===== src/rtl/fpu_issue_queue_if.sv =====
// Bundles the command, FPU-side and response signals of the FPU issue queue.
// The master is the environment (command source, FPU, response sink); the slave is the queue.
interface fpu_issue_queue_if #(
    parameter int PRECISION = 32
);
    logic                 CmdValid;
    logic                 CmdReady;
    logic [PRECISION-1:0] CmdA;
    logic [PRECISION-1:0] CmdB;
    logic [1:0]           CmdOp;

    logic [PRECISION-1:0] FpuA;
    logic [PRECISION-1:0] FpuB;
    logic [1:0]           FpuOp;
    logic                 FpuStart;
    logic [PRECISION-1:0] FpuResult;
    logic                 FpuDone;

    logic                 RspValid;
    logic                 RspReady;
    logic [PRECISION-1:0] RspResult;
    logic [1:0]           RspOp;
    logic                 RspTimeout;
    logic                 Busy;

    modport master (
        output CmdValid, CmdA, CmdB, CmdOp,
        input  CmdReady,
        input  FpuA, FpuB, FpuOp, FpuStart,
        output FpuResult, FpuDone,
        input  RspValid, RspResult, RspOp, RspTimeout,
        output RspReady,
        input  Busy
    );

    modport slave (
        input  CmdValid, CmdA, CmdB, CmdOp,
        output CmdReady,
        output FpuA, FpuB, FpuOp, FpuStart,
        input  FpuResult, FpuDone,
        output RspValid, RspResult, RspOp, RspTimeout,
        input  RspReady,
        output Busy
    );
endinterface


===== src/rtl/fpu_issue_queue.sv =====
// Command FIFO and single-issue sequencer in front of the FPU: issues one command,
// waits for a rising Done (or times out with a quiet NaN) and returns the response.
module fpu_issue_queue #(
    parameter int PRECISION    = 32,
    parameter int DEPTH        = 4,
    parameter int START_CYCLES = 2,
    parameter int TIMEOUT      = 64
) (
    input logic             Clk,
    input logic             Reset,
    fpu_issue_queue_if.slave bus
);
    localparam int PTR_W = $clog2(DEPTH);
    localparam int CNT_W = $clog2(DEPTH + 1);
    localparam int SC_W  = (START_CYCLES > 1) ? $clog2(START_CYCLES) : 1;
    localparam int WC_W  = $clog2(TIMEOUT);
    localparam int EXP_W = (PRECISION == 64) ? 11 : ((PRECISION == 16) ? 5 : 8);

    localparam logic [CNT_W-1:0]     DEPTH_C    = CNT_W'(DEPTH);
    localparam logic [SC_W-1:0]      START_LAST = SC_W'(START_CYCLES - 1);
    localparam logic [WC_W-1:0]      WAIT_LAST  = WC_W'(TIMEOUT - 1);
    localparam logic [PRECISION-1:0] QNAN       =
        {1'b0, {EXP_W{1'b1}}, 1'b1, {(PRECISION - EXP_W - 2){1'b0}}};

    typedef enum logic [1:0] {
        IDLE  = 2'd0,
        START = 2'd1,
        WAIT  = 2'd2,
        RESP  = 2'd3
    } state_t;

    logic [PRECISION-1:0] mem_a  [DEPTH];
    logic [PRECISION-1:0] mem_b  [DEPTH];
    logic [1:0]           mem_op [DEPTH];

    state_t               state_reg, state_next;
    logic [PTR_W-1:0]     wr_ptr_reg, wr_ptr_next;
    logic [PTR_W-1:0]     rd_ptr_reg, rd_ptr_next;
    logic [CNT_W-1:0]     count_reg, count_next;
    logic [PRECISION-1:0] fpu_a_reg, fpu_a_next;
    logic [PRECISION-1:0] fpu_b_reg, fpu_b_next;
    logic [1:0]           fpu_op_reg, fpu_op_next;
    logic                 fpu_start_reg, fpu_start_next;
    logic [SC_W-1:0]      start_cnt_reg, start_cnt_next;
    logic [WC_W-1:0]      wait_cnt_reg, wait_cnt_next;
    logic                 done_prev_reg, done_prev_next;
    logic [PRECISION-1:0] rsp_result_reg, rsp_result_next;
    logic [1:0]           rsp_op_reg, rsp_op_next;
    logic                 rsp_valid_reg, rsp_valid_next;
    logic                 rsp_timeout_reg, rsp_timeout_next;

    logic cmd_ready;
    logic push;
    logic pop;
    logic done_rise;

    // No full-bypass: readiness depends only on the registered occupancy.
    assign cmd_ready = (count_reg < DEPTH_C);
    assign push      = bus.CmdValid && cmd_ready;
    assign pop       = (state_reg == IDLE) && (count_reg != '0);
    assign done_rise = bus.FpuDone && !done_prev_reg;

    // Storage needs no reset; only pointers and count define occupancy.
    always_ff @(posedge Clk) begin
        if (push) begin
            mem_a[wr_ptr_reg]  <= bus.CmdA;
            mem_b[wr_ptr_reg]  <= bus.CmdB;
            mem_op[wr_ptr_reg] <= bus.CmdOp;
        end
    end

    always_comb begin
        state_next       = state_reg;
        wr_ptr_next      = wr_ptr_reg;
        rd_ptr_next      = rd_ptr_reg;
        count_next       = count_reg;
        fpu_a_next       = fpu_a_reg;
        fpu_b_next       = fpu_b_reg;
        fpu_op_next      = fpu_op_reg;
        fpu_start_next   = fpu_start_reg;
        start_cnt_next   = start_cnt_reg;
        wait_cnt_next    = wait_cnt_reg;
        done_prev_next   = bus.FpuDone;
        rsp_result_next  = rsp_result_reg;
        rsp_op_next      = rsp_op_reg;
        rsp_valid_next   = rsp_valid_reg;
        rsp_timeout_next = rsp_timeout_reg;

        if (push) begin
            wr_ptr_next = wr_ptr_reg + PTR_W'(1);
        end
        if (pop) begin
            rd_ptr_next = rd_ptr_reg + PTR_W'(1);
        end
        case ({push, pop})
            2'b10:   count_next = count_reg + CNT_W'(1);
            2'b01:   count_next = count_reg - CNT_W'(1);
            default: count_next = count_reg;
        endcase

        case (state_reg)
            IDLE: begin
                if (pop) begin
                    fpu_a_next     = mem_a[rd_ptr_reg];
                    fpu_b_next     = mem_b[rd_ptr_reg];
                    fpu_op_next    = mem_op[rd_ptr_reg];
                    fpu_start_next = 1'b1;
                    start_cnt_next = '0;
                    state_next     = START;
                end
            end
            START: begin
                if (start_cnt_reg == START_LAST) begin
                    fpu_start_next = 1'b0;
                    wait_cnt_next  = '0;
                    state_next     = WAIT;
                end else begin
                    start_cnt_next = start_cnt_reg + SC_W'(1);
                end
            end
            WAIT: begin
                // A completion edge takes priority over an expiring timeout.
                if (done_rise) begin
                    rsp_result_next  = bus.FpuResult;
                    rsp_op_next      = fpu_op_reg;
                    rsp_timeout_next = 1'b0;
                    rsp_valid_next   = 1'b1;
                    state_next       = RESP;
                end else if (wait_cnt_reg == WAIT_LAST) begin
                    rsp_result_next  = QNAN;
                    rsp_op_next      = fpu_op_reg;
                    rsp_timeout_next = 1'b1;
                    rsp_valid_next   = 1'b1;
                    state_next       = RESP;
                end else begin
                    wait_cnt_next = wait_cnt_reg + WC_W'(1);
                end
            end
            RESP: begin
                if (bus.RspReady) begin
                    rsp_valid_next   = 1'b0;
                    rsp_timeout_next = 1'b0;
                    state_next       = IDLE;
                end
            end
            default: state_next = IDLE;
        endcase
    end

    always_ff @(posedge Clk or posedge Reset) begin
        if (Reset) begin
            state_reg       <= IDLE;
            wr_ptr_reg      <= '0;
            rd_ptr_reg      <= '0;
            count_reg       <= '0;
            fpu_a_reg       <= '0;
            fpu_b_reg       <= '0;
            fpu_op_reg      <= '0;
            fpu_start_reg   <= 1'b0;
            start_cnt_reg   <= '0;
            wait_cnt_reg    <= '0;
            done_prev_reg   <= 1'b0;
            rsp_result_reg  <= '0;
            rsp_op_reg      <= '0;
            rsp_valid_reg   <= 1'b0;
            rsp_timeout_reg <= 1'b0;
        end else begin
            state_reg       <= state_next;
            wr_ptr_reg      <= wr_ptr_next;
            rd_ptr_reg      <= rd_ptr_next;
            count_reg       <= count_next;
            fpu_a_reg       <= fpu_a_next;
            fpu_b_reg       <= fpu_b_next;
            fpu_op_reg      <= fpu_op_next;
            fpu_start_reg   <= fpu_start_next;
            start_cnt_reg   <= start_cnt_next;
            wait_cnt_reg    <= wait_cnt_next;
            done_prev_reg   <= done_prev_next;
            rsp_result_reg  <= rsp_result_next;
            rsp_op_reg      <= rsp_op_next;
            rsp_valid_reg   <= rsp_valid_next;
            rsp_timeout_reg <= rsp_timeout_next;
        end
    end

    assign bus.CmdReady   = cmd_ready;
    assign bus.FpuA       = fpu_a_reg;
    assign bus.FpuB       = fpu_b_reg;
    assign bus.FpuOp      = fpu_op_reg;
    assign bus.FpuStart   = fpu_start_reg;
    assign bus.RspValid   = rsp_valid_reg;
    assign bus.RspResult  = rsp_result_reg;
    assign bus.RspOp      = rsp_op_reg;
    assign bus.RspTimeout = rsp_timeout_reg;
    assign bus.Busy       = (state_reg != IDLE) || (count_reg != '0);
endmodule


===== src/flat_wrapper.sv =====
// flat-port wrapper written by rule: the top's interface ports become plain ports
module fpu_issue_queue_flat 
#(
    parameter int PRECISION    = 32,
    parameter int DEPTH        = 4,
    parameter int START_CYCLES = 2,
    parameter int TIMEOUT      = 64
)
  (Clk, Reset, bus_CmdValid, bus_CmdA, bus_CmdB, bus_CmdOp, bus_CmdReady, bus_FpuA, bus_FpuB, bus_FpuOp, bus_FpuStart, bus_FpuResult, bus_FpuDone, bus_RspValid, bus_RspResult, bus_RspOp, bus_RspTimeout, bus_RspReady, bus_Busy);
  fpu_issue_queue_if #(.PRECISION(PRECISION)) bus_i ();
  input logic Clk;
  input logic Reset;
  input wire logic [$bits(bus_i.CmdValid)-1:0] bus_CmdValid;
  input wire logic [$bits(bus_i.CmdA)-1:0] bus_CmdA;
  input wire logic [$bits(bus_i.CmdB)-1:0] bus_CmdB;
  input wire logic [$bits(bus_i.CmdOp)-1:0] bus_CmdOp;
  output wire logic [$bits(bus_i.CmdReady)-1:0] bus_CmdReady;
  output wire logic [$bits(bus_i.FpuA)-1:0] bus_FpuA;
  output wire logic [$bits(bus_i.FpuB)-1:0] bus_FpuB;
  output wire logic [$bits(bus_i.FpuOp)-1:0] bus_FpuOp;
  output wire logic [$bits(bus_i.FpuStart)-1:0] bus_FpuStart;
  input wire logic [$bits(bus_i.FpuResult)-1:0] bus_FpuResult;
  input wire logic [$bits(bus_i.FpuDone)-1:0] bus_FpuDone;
  output wire logic [$bits(bus_i.RspValid)-1:0] bus_RspValid;
  output wire logic [$bits(bus_i.RspResult)-1:0] bus_RspResult;
  output wire logic [$bits(bus_i.RspOp)-1:0] bus_RspOp;
  output wire logic [$bits(bus_i.RspTimeout)-1:0] bus_RspTimeout;
  input wire logic [$bits(bus_i.RspReady)-1:0] bus_RspReady;
  output wire logic [$bits(bus_i.Busy)-1:0] bus_Busy;
  assign bus_i.CmdValid = bus_CmdValid;
  assign bus_i.CmdA = bus_CmdA;
  assign bus_i.CmdB = bus_CmdB;
  assign bus_i.CmdOp = bus_CmdOp;
  assign bus_CmdReady = bus_i.CmdReady;
  assign bus_FpuA = bus_i.FpuA;
  assign bus_FpuB = bus_i.FpuB;
  assign bus_FpuOp = bus_i.FpuOp;
  assign bus_FpuStart = bus_i.FpuStart;
  assign bus_i.FpuResult = bus_FpuResult;
  assign bus_i.FpuDone = bus_FpuDone;
  assign bus_RspValid = bus_i.RspValid;
  assign bus_RspResult = bus_i.RspResult;
  assign bus_RspOp = bus_i.RspOp;
  assign bus_RspTimeout = bus_i.RspTimeout;
  assign bus_i.RspReady = bus_RspReady;
  assign bus_Busy = bus_i.Busy;
  fpu_issue_queue #(.PRECISION(PRECISION), .DEPTH(DEPTH), .START_CYCLES(START_CYCLES), .TIMEOUT(TIMEOUT)) u_core (.Clk(Clk), .Reset(Reset), .bus(bus_i));
endmodule

===== config.mk =====
export PLATFORM = sky130hd
export DESIGN_NAME = fpu_issue_queue_flat
export DESIGN_NICKNAME = d
export VERILOG_FILES = /design/src/rtl/fpu_issue_queue_if.sv /design/src/rtl/fpu_issue_queue.sv /design/src/flat_wrapper.sv
export SDC_FILE = /design/constraint.sdc
export NUM_CORES = 1
export LEC_CHECK = 0
export BUFFER_PORTS_ARGS = -buffer_cell sky130_fd_sc_hd__buf_2
export CORE_UTILIZATION = 35
export DETAILED_ROUTE_END_ITERATION = 16
export SETUP_SLACK_MARGIN = 0.05
export SLEW_MARGIN = 20
export SYNTH_ARGS = -nofsm -noshare
export SYNTH_HDL_FRONTEND = slang
export SYNTH_SLANG_ARGS = --single-unit

===== constraint.sdc =====
create_clock -name Clk -period 3.6 [get_ports Clk]
set_input_delay 0.72 -clock Clk [delete_from_list [all_inputs] [get_ports Clk]]
set_output_delay 0.72 -clock Clk [all_outputs]
set_load 0.02 [all_outputs]

==> results.ini, run 1 <==
[setup_path]
cp-startpoint=u_core.state_reg[0]
startpoint_type=register
cp.arrival_ns=1.71
crit_path_max_fanout=5
ff2ff_path_depth=3
r2r_start=u_core.count_reg[2]
path_class=register to output pin
cp-end-kind=output pin
worstPathRequired_ns=2.88

[logic_synthesis]
syn-num-nets=939
synth_area_um2=14420
synthCells=824
synth.top_cell.area_share_pct=54.99
ys_seq_area_share_pct=75.82
synth_area_leaders=edfxtp_1, dfrtp_1, mux4_2, nand2_1, a22o_1
dominantRegCellSynth=edfxtp_1
yosysWarnings=0
synth_edf_count=264
ys_ff_latch=384
yosysTopAreaCell=edfxtp_1
async_flop_share_pct=31.25
yosysUniqueCellTypes=42
syn_area_per_cell_um2=17.50

[cts]
htreeDepth=2
cts_sinks=384
clk_latency_ns=0.57
hold_buffers=0
cts_tree=yes
post_cts_buffers=0
numCtsBuffers=42
clock-root-buffer=clkbuf_16
clk_pin_slew_ns=0.05
cts_buffer_depth=3
post_cts_resized=0

[finish]
layout_common_cells=edfxtp_1, nand2_1, buf_2
final_common_cell=edfxtp_1
drive_above_1_share_pct=34.16
final_net_count=1167
area_delta_synth_final_pct=20.99
fin_cells=1614
fin_area_um2=17440
top_regs=u_core.mem_a: 128 flops, u_core.mem_b: 128 flops
final_util_pct=43.40

[grt]
antenna_found_initial=6
grt_max_degree=76
grt_pass1_vias=7944
grt_pass1_wl_mm=46.29
grt_overflow=0
grtUsageTotal_pct=14.68

[sta]
finalHoldViolations=0
hold_slack_ns=0.2717
layout_setup_ws_ns=1.172
max-slew-margin-rel_pct=28.88
skew_ns=0.01964
rsz0062_at_grt=false
slew_viol_final=0
worstMarginPinSlew_ns=1.067
max_freq_mhz=411.8
min_period_over_period_pct=67.45
min_period_ns=2.428
finalSetupViolCount=0
tns_ns=0

[route]
drt_wl_total_mm=30.44
drt-initial-drc-count=438
antenna_left=0
routedWlPerCell_um=18.86
num_vias=7650
first_pass_iters=4
drcViolationCount=0
via_per_inst=4.740

[outcome]
status=finished, final reports clean

[floorplanning]
die_x_um=205.0
core_area_um2=40190
dieHeight_um=205.0
start_util_pct=35.87
ios=208
rows=73
die_area_um2=42000

[pwr]
clockPowerShare_pct=27.3
ir_drop_mv=0.4365
seq_power_share_pct=43.3
internal_power_mw=10.09
leakage_nw=6.941
combinationalPowerShare_pct=29.4
p_sw_mw=5.024
switching_share_pct=33.24
power_mw=15.11
p_per_area_nw_per_um2=866.5

[placement]
portBuffers=207
placed_cells_incl_taps=1533
pre_cts_slack_ns=0.8684
placed_area_um2=16080
hpwl_mm=18.93
finalWeightedCongestion=0.6833

[run]
cap_violations=0

[worst_hold_path]
hold_path.class=input port to asynchronous set/reset pin

[layout make-up]
type                            count  area (um2)
Antenna cell                        3       7.507
Clock buffer                       57        1177
Clock inverter                     21       173.9
Fill cell                        3601       22750
Inverter                           13       53.80
Multi-Input combinational cell    388        3204
Sequential cell                   384       10940
Tap cell                          525       656.9
Timing Repair Buffer              223        1231
[worst max-delay path, stage by stage, from the launching register on]
cell and delay (ns):
dfrtp_1 0.40, inv_1 0.13, ha_1 0.26, nand2_1 0.16, buf_2 0.20
[cell families after synthesis]
| kind of cell | Yosys count | synth area share, % |
|---|---|---|
| XOR/XNOR | 6 | 0.3645 |
| buffers and inverters | 52 | 2.074 |
| flip-flops | 384 | 75.82 |
| AND/OR/NAND/NOR | 241 | 6.735 |
| adder cells (fa/ha/maj) | 12 | 1.094 |
| multiplexers | 74 | 10.92 |
| AO/OA/AOI/OAI | 55 | 2.994 |
[synth_stat cells, types with 3 or more instances]
| cell type | count |
|---|---|
| buf_2 | 14 |
| xnor2_1 | 5 |
| a21oi_1 | 4 |
| o22a_1 | 9 |
| nand3_1 | 4 |
| dfrtp_1 | 120 |
| buf_1 | 6 |
| o21ai_0 | 7 |
| inv_1 | 12 |
| buf_4 | 8 |
| mux2_2 | 5 |
| ha_1 | 11 |
| nand2_1 | 209 |
| clkbuf_1 | 7 |
| and2_1 | 5 |
| edfxtp_1 | 264 |
| nor2_1 | 7 |
| nand2b_1 | 4 |
| a22o_1 | 26 |
| buf_12 | 3 |
| a31oi_1 | 3 |
| mux4_2 | 66 |
[layer usage]
metal | GRT usage (%) | routed length [um] | vias up
li1 | - | - | 3540
met3 | 3.818 | 1906 | 51
met5 | 0 | 34 | -
met4 | 5.159 | 675 | 6
met2 | 23.26 | 14150 | 220
met1 | 19.51 | 13680 | 3833
[power groups by stage]
stage	sequential (mW)	combinational, mW	clock [mW]
after floorplan	6.98	2.72	0
after global placement	6.61	4.53	0
after detailed placement	6.64	4.54	0
after CTS	6.57	4.57	4.27
after global routing	6.68	4.90	4.44
final	6.54	4.45	4.13
[path summary, 6_finish.rpt]
path / endpoint / slack, ns
worst max-delay path: bus_Busy / 1.17
worst min-delay path: u_core.bus.RspResult[0] / 0.27
worst max register to register: u_core.mem_b[0][16] / 1.40
worst min register to register: u_core.bus.FpuB[19] / 0.47
max in group asynchronous: u_core.rd_ptr_reg[0] / 2.72
min in group Clk: u_core.done_prev_reg / 0.32
Power figures use the tool's default switching activity.
==> run 2: changes to the inputs <==
Clock period 3.6 ns to 2.4 ns, I/O delays scaled along.
==> results.ini, run 2 (synthesized netlist as in run 1, its figures left out) <==
[finish]
final_net_count=1175  ; +0.69%
fillCellCount=3595  ; -0.17%
area_delta_synth_final_pct=22.14
final_common_cell=edfxtp_1
layout_common_cells=edfxtp_1, nand2_1, buf_2
drive_above_1_share_pct=34.25  ; +0.087 points
top_regs=u_core.mem_a: 128 flops, u_core.mem_b: 128 flops

[route]
drt_wl_total_mm=30.69  ; +0.81%
first_pass_iters=4  ; unchanged
via_per_inst=4.713  ; -0.56%
num_vias=7626  ; -0.31%
drcViolationCount=0  ; unchanged
antenna_left=0  ; unchanged
routedWlPerCell_um=18.97  ; +0.56%
drt-initial-drc-count=453  ; +3.4%

[cts]
clock-root-buffer=clkbuf_16
post_cts_resized=0  ; unchanged
cts_tree=yes
cts_sinks=384  ; unchanged
cts_buffer_depth=3  ; unchanged
clk_pin_slew_ns=0.06  ; about the same
clk_latency_ns=0.55  ; -0.02 ns
htreeDepth=2  ; unchanged
post_cts_buffers=0  ; unchanged
numCtsBuffers=42  ; unchanged

[floorplanning]
core_area_um2=40190  ; unchanged
ios=208  ; unchanged
dieHeight_um=205.0  ; unchanged
rows=73  ; unchanged
die_x_um=205.0  ; unchanged
start_util_pct=35.87  ; unchanged
die_area_um2=42000  ; unchanged

[sta]
rsz0062_at_grt=false
max-slew-margin-rel_pct=40.06  ; +11 points
finalSetupViolCount=0  ; unchanged
min_period_ns=2.177
worstMarginPinSlew_ns=0.8991  ; -0.1677 ns
min_period_over_period_pct=90.71
max_freq_mhz=459.3
tns_ns=0  ; unchanged
slew_viol_final=0  ; unchanged
finalHoldViolations=0  ; unchanged
skew_ns=0.01307  ; -0.006570 ns

[pwr]
seq_power_share_pct=41.5  ; -1.8 points
clockPowerShare_pct=27.7  ; +0.4 points
power_mw=23.04  ; +52%
switching_share_pct=32.72  ; -0.52 points
p_per_area_nw_per_um2=1308  ; +51%
internal_power_mw=15.50  ; +54%
combinationalPowerShare_pct=30.8  ; +1.4 points
leakage_nw=6.997  ; +0.80%
p_sw_mw=7.539  ; +50%
ir_drop_mv=0.8162  ; +87%

[grt]
grt.busiest_layer=met2
grt_pass1_vias=7841  ; -1.3%
grtUsageTotal_pct=14.84  ; +0.17 points
met3_usage_pct=4.152  ; +0.33 points
antenna_found_initial=3  ; -3
grtUsageMet2_pct=24.40  ; +1.1 points
grt_overflow=0  ; unchanged
grt_pass1_wl_mm=46.20  ; -0.18%
grt_max_degree=69  ; -9.2%
use_met1_pct=18.81  ; -0.69 points

[setup_path]
path_class=register to output pin
ff2ff_path_depth=10  ; +7
worstPathRequired_ns=1.92  ; -0.96 ns
cp.arrival_ns=1.70  ; about the same
crit_path_max_fanout=5  ; unchanged
startpoint_type=register
path_cells=inv_1 -> ha_1 -> nand2_1 -> buf_2
slowest_delay_ns=0.40  ; about the same
slowest_stage=dfrtp_1
crit_cells=4  ; unchanged
crit_buf_inv=2  ; unchanged
path_delay_family=flip-flops
cp-end-kind=output pin

[worst_hold_path]
hold_depth=1
hold_path.class=input port to register

[outcome]
status=finished, final reports clean

[placement]
finalWeightedCongestion=0.7381  ; +8.0%
hpwl_mm=18.56  ; -1.9%
portBuffers=207  ; unchanged

[run]
cap_violations=0  ; unchanged

## run 2: power by group through the flow
stage	clock network [mW]	logic (mW)	registers [mW]
floorplan	0	4.09	10.4
global placement	0	7.23	9.65
detailed placement	0	7.28	9.71
CTS	6.62	7.29	9.60
global route	6.84	7.85	9.76
finish	6.39	7.09	9.56
## run 2: path summary, 6_finish.rpt
| kind | start | slack (ns) | to |
|---|---|---|---|
| worst max-delay path | u_core.state_reg[0] | 0.22 | bus_Busy |
| worst min-delay path | bus_FpuDone | 0.09 | u_core.done_prev_reg |
| worst max register to register | u_core.state_reg[0] | 0.38 | u_core.count_reg[2] |
| worst min register to register | u_core.bus.FpuB[10] | 0.46 | u_core.bus.FpuB[10] |
| max in group asynchronous | Reset | 1.20 | u_core.bus.RspResult[28] |
| min in group asynchronous | Reset | 0.52 | u_core.bus.RspResult[4] |
## run 2: layer usage
layer,wire length (um),up-vias
li1,-,3545
met1,13440,3817
met2,14540,210
met3,2064,50
met4,608,4
met5,27,-
## run 2: timing repair
action | 4_1_cts | 5_1_grt
hold buffers | 1 | 0
hold endpoints to repair | 20 | 0
endpoints found under the setup margin | 0 | 0
## run 2: final cells by class
type | count | area (um2) | area share, %
flip-flops and latches | 384 | 10940 | 62.12
multi-input cells | 388 | 3204 | 18.20
repair buffers | 231 | 1381 | 7.845
clock buffers | 55 | 1161 | 6.594
well taps | 525 | 656.9 | 3.731
clock inverters | 21 | 210.2 | 1.194
inverters | 13 | 53.80 | 0.3056
diodes | 1 | 2.502 | 0.01421
## run 2: metrics by stage
step	utilization [%]	instance area, um2	setup slack, ns	hold WS (ns)	std cells
final	43.81	17610	0.2229	0.08951	1618
after CTS	43.81	17610	0.1836	0.04875	1617
after global routing	43.81	17610	0.1118	0.05753	1617
after detailed placement	40.37	16220	0.3310	0.4567	1540
after floorplan	-	14430	0.1869	0.4686	824
after global placement	40.37	16220	0.3257	0.4546	1540
==> run 3: changes to the inputs <==
Settings changed: CORE_UTILIZATION 35 to 57, PLACE_DENSITY set to 0.8.
==> results.ini, run 3 (synthesized netlist as in run 1, its figures left out) <==
[outcome]
status=finished, final reports clean

[setup_path]
r2r_start=u_core.state_reg[0]
startpoint_type=register
crit_path_max_fanout=5  ; unchanged
cp.arrival_ns=1.71  ; about the same
ff2ff_path_depth=10  ; unchanged
reg2reg_to=u_core.count_reg[2]
path_class=register to output pin
cp-end-kind=output pin
worstPathRequired_ns=1.92  ; about the same
ff2ff_setup_slack_ns=0.35  ; -0.03 ns

[route]
drt-initial-drc-count=628  ; +39%
routedWlPerCell_um=19.93  ; +5.1%
antenna_left=0  ; unchanged
drt_wl_total_mm=28.04  ; -8.6%
num_vias=7821  ; +2.6%
first_pass_iters=6  ; +2
via_per_inst=5.559  ; +18%
drcViolationCount=0  ; unchanged

[sta]
skew_ns=0.01870  ; +0.005636 ns
worstMarginPinSlew_ns=0.7611  ; -0.1379 ns
max-slew-margin-rel_pct=49.26  ; +9.2 points
max_freq_mhz=455.9  ; -0.76%
min_period_ns=2.194  ; +0.01659 ns
hold_slack_ns=0.02699  ; -0.06252 ns
slew_viol_final=0  ; unchanged
min_period_over_period_pct=91.40  ; +0.69 points
rsz0062_at_grt=false
finalSetupViolCount=0  ; unchanged
finalHoldViolations=0  ; unchanged
tns_ns=0  ; unchanged

[placement]
finalWeightedCongestion=0.8248  ; +12%
portBuffers=207  ; unchanged
hpwl_mm=17.63  ; -5.0%
placed_cells_incl_taps=1338  ; -13%

[cts]
cts_tree=yes
clk_latency_ns=0.51  ; -0.04 ns
clk_pin_slew_ns=0.06  ; about the same
cts_sinks=384  ; unchanged
clock-root-buffer=clkbuf_16
numCtsBuffers=38  ; -9.5%
post_cts_resized=0  ; unchanged
cts_buffer_depth=3  ; unchanged
htreeDepth=2  ; unchanged
post_cts_buffers=0  ; unchanged
hold_buffers=0  ; -1

[floorplanning]
ios=208  ; unchanged
dieHeight_um=161.0  ; -21%
die_x_um=161.0  ; -21%
die_area_um2=25930  ; -38%
rows=57  ; -22%
core_area_um2=24530  ; -39%
start_util_pct=58.76  ; +23 points

[finish]
layout_common_cells=edfxtp_1, nand2_1, buf_2
fillCellCount=1570  ; -56%
fin_cells=1407  ; -13%
multiInputGateArea_um2=3204  ; unchanged
top_regs=u_core.mem_a: 128 flops, u_core.mem_b: 128 flops
drive_above_1_share_pct=33.55  ; -0.70 points
area_delta_synth_final_pct=18.98
final_net_count=1169  ; -0.51%
regArea_um2=10940  ; unchanged
final_common_cell=edfxtp_1

[grt]
grt_overflow=0  ; unchanged
grt.busiest_layer=met2
antenna_found_initial=2  ; -1
use_met1_pct=30.56  ; +12 points
grt_pass1_vias=8033  ; +2.4%
grt_max_degree=69  ; unchanged
grtUsageTotal_pct=22.31  ; +7.5 points
met3_usage_pct=4.340  ; +0.19 points
grt_pass1_wl_mm=44.03  ; -4.7%
grtUsageMet2_pct=36.89  ; +12 points

[pwr]
power_mw=22.22  ; -3.5%
ir_drop_mv=1.182  ; +45%
leakage_nw=6.906  ; -1.3%
p_per_area_nw_per_um2=1295  ; -0.98%

[run]
cap_violations=0  ; unchanged

[worst_hold_path]
hold_path.class=input port to asynchronous set/reset pin

==> run 3: worst max path at each step <==
stage,start,to,slack [ns],cells past startpoint
2_1_floorplan,u_core.state_reg[0],u_core.count_reg[2],0.19,12
3_3_place_gp,bus_CmdValid,u_core.count_reg[2],0.34,9
3_5_place_dp,bus_CmdValid,u_core.count_reg[2],0.25,9
4_1_cts,u_core.state_reg[0],bus_Busy,0.22,4
5_1_grt,u_core.state_reg[0],bus_Busy,0.15,4
6_report,u_core.state_reg[0],bus_Busy,0.21,4
==> run 3: worst max-delay path: stages (launching register included) <==
cell and delay (ns):
dfrtp_1 0.40, inv_1 0.13, ha_1 0.26, nand2_1 0.19, buf_2 0.22
==> run 3: routing by layer <==
metal  part of all wire, %  up-vias
met5                 0.046        -
met4                   2.3        2
met3                   6.5       55
met2                    49      318
met1                    42     3913
li1                      -     3533
==> run 3: final cells by class <==
class	count	area share [%]
flip-flops and latches	384	63.77
multi-input cells	388	18.68
repair buffers	229	7.951
clock buffers	60	6.507
well taps	324	2.363
clock inverters	8	0.4085
inverters	13	0.3064
diodes	1	0.01459
==> run 3: stage by stage <==
stage               utilization [%]  cell area (um2)  worst slack (ns)
finish                        69.92            17150            0.2063
global route                  69.92            17150            0.1514
CTS                           69.91            17150            0.2179
detailed placement            65.07            15960            0.2494
global placement              65.07            15960            0.3397
floorplan                         -            14430            0.1869
==> run 3: report_power, final <==
group          total (mW)  leakage (nW)  internal (mW)  switching [mW]
registers            9.62          3.87           8.76           0.856
clock network        5.60         0.578           3.30            2.29
logic                7.01          2.45           2.91            4.10
total                22.2          6.91           15.0            7.24
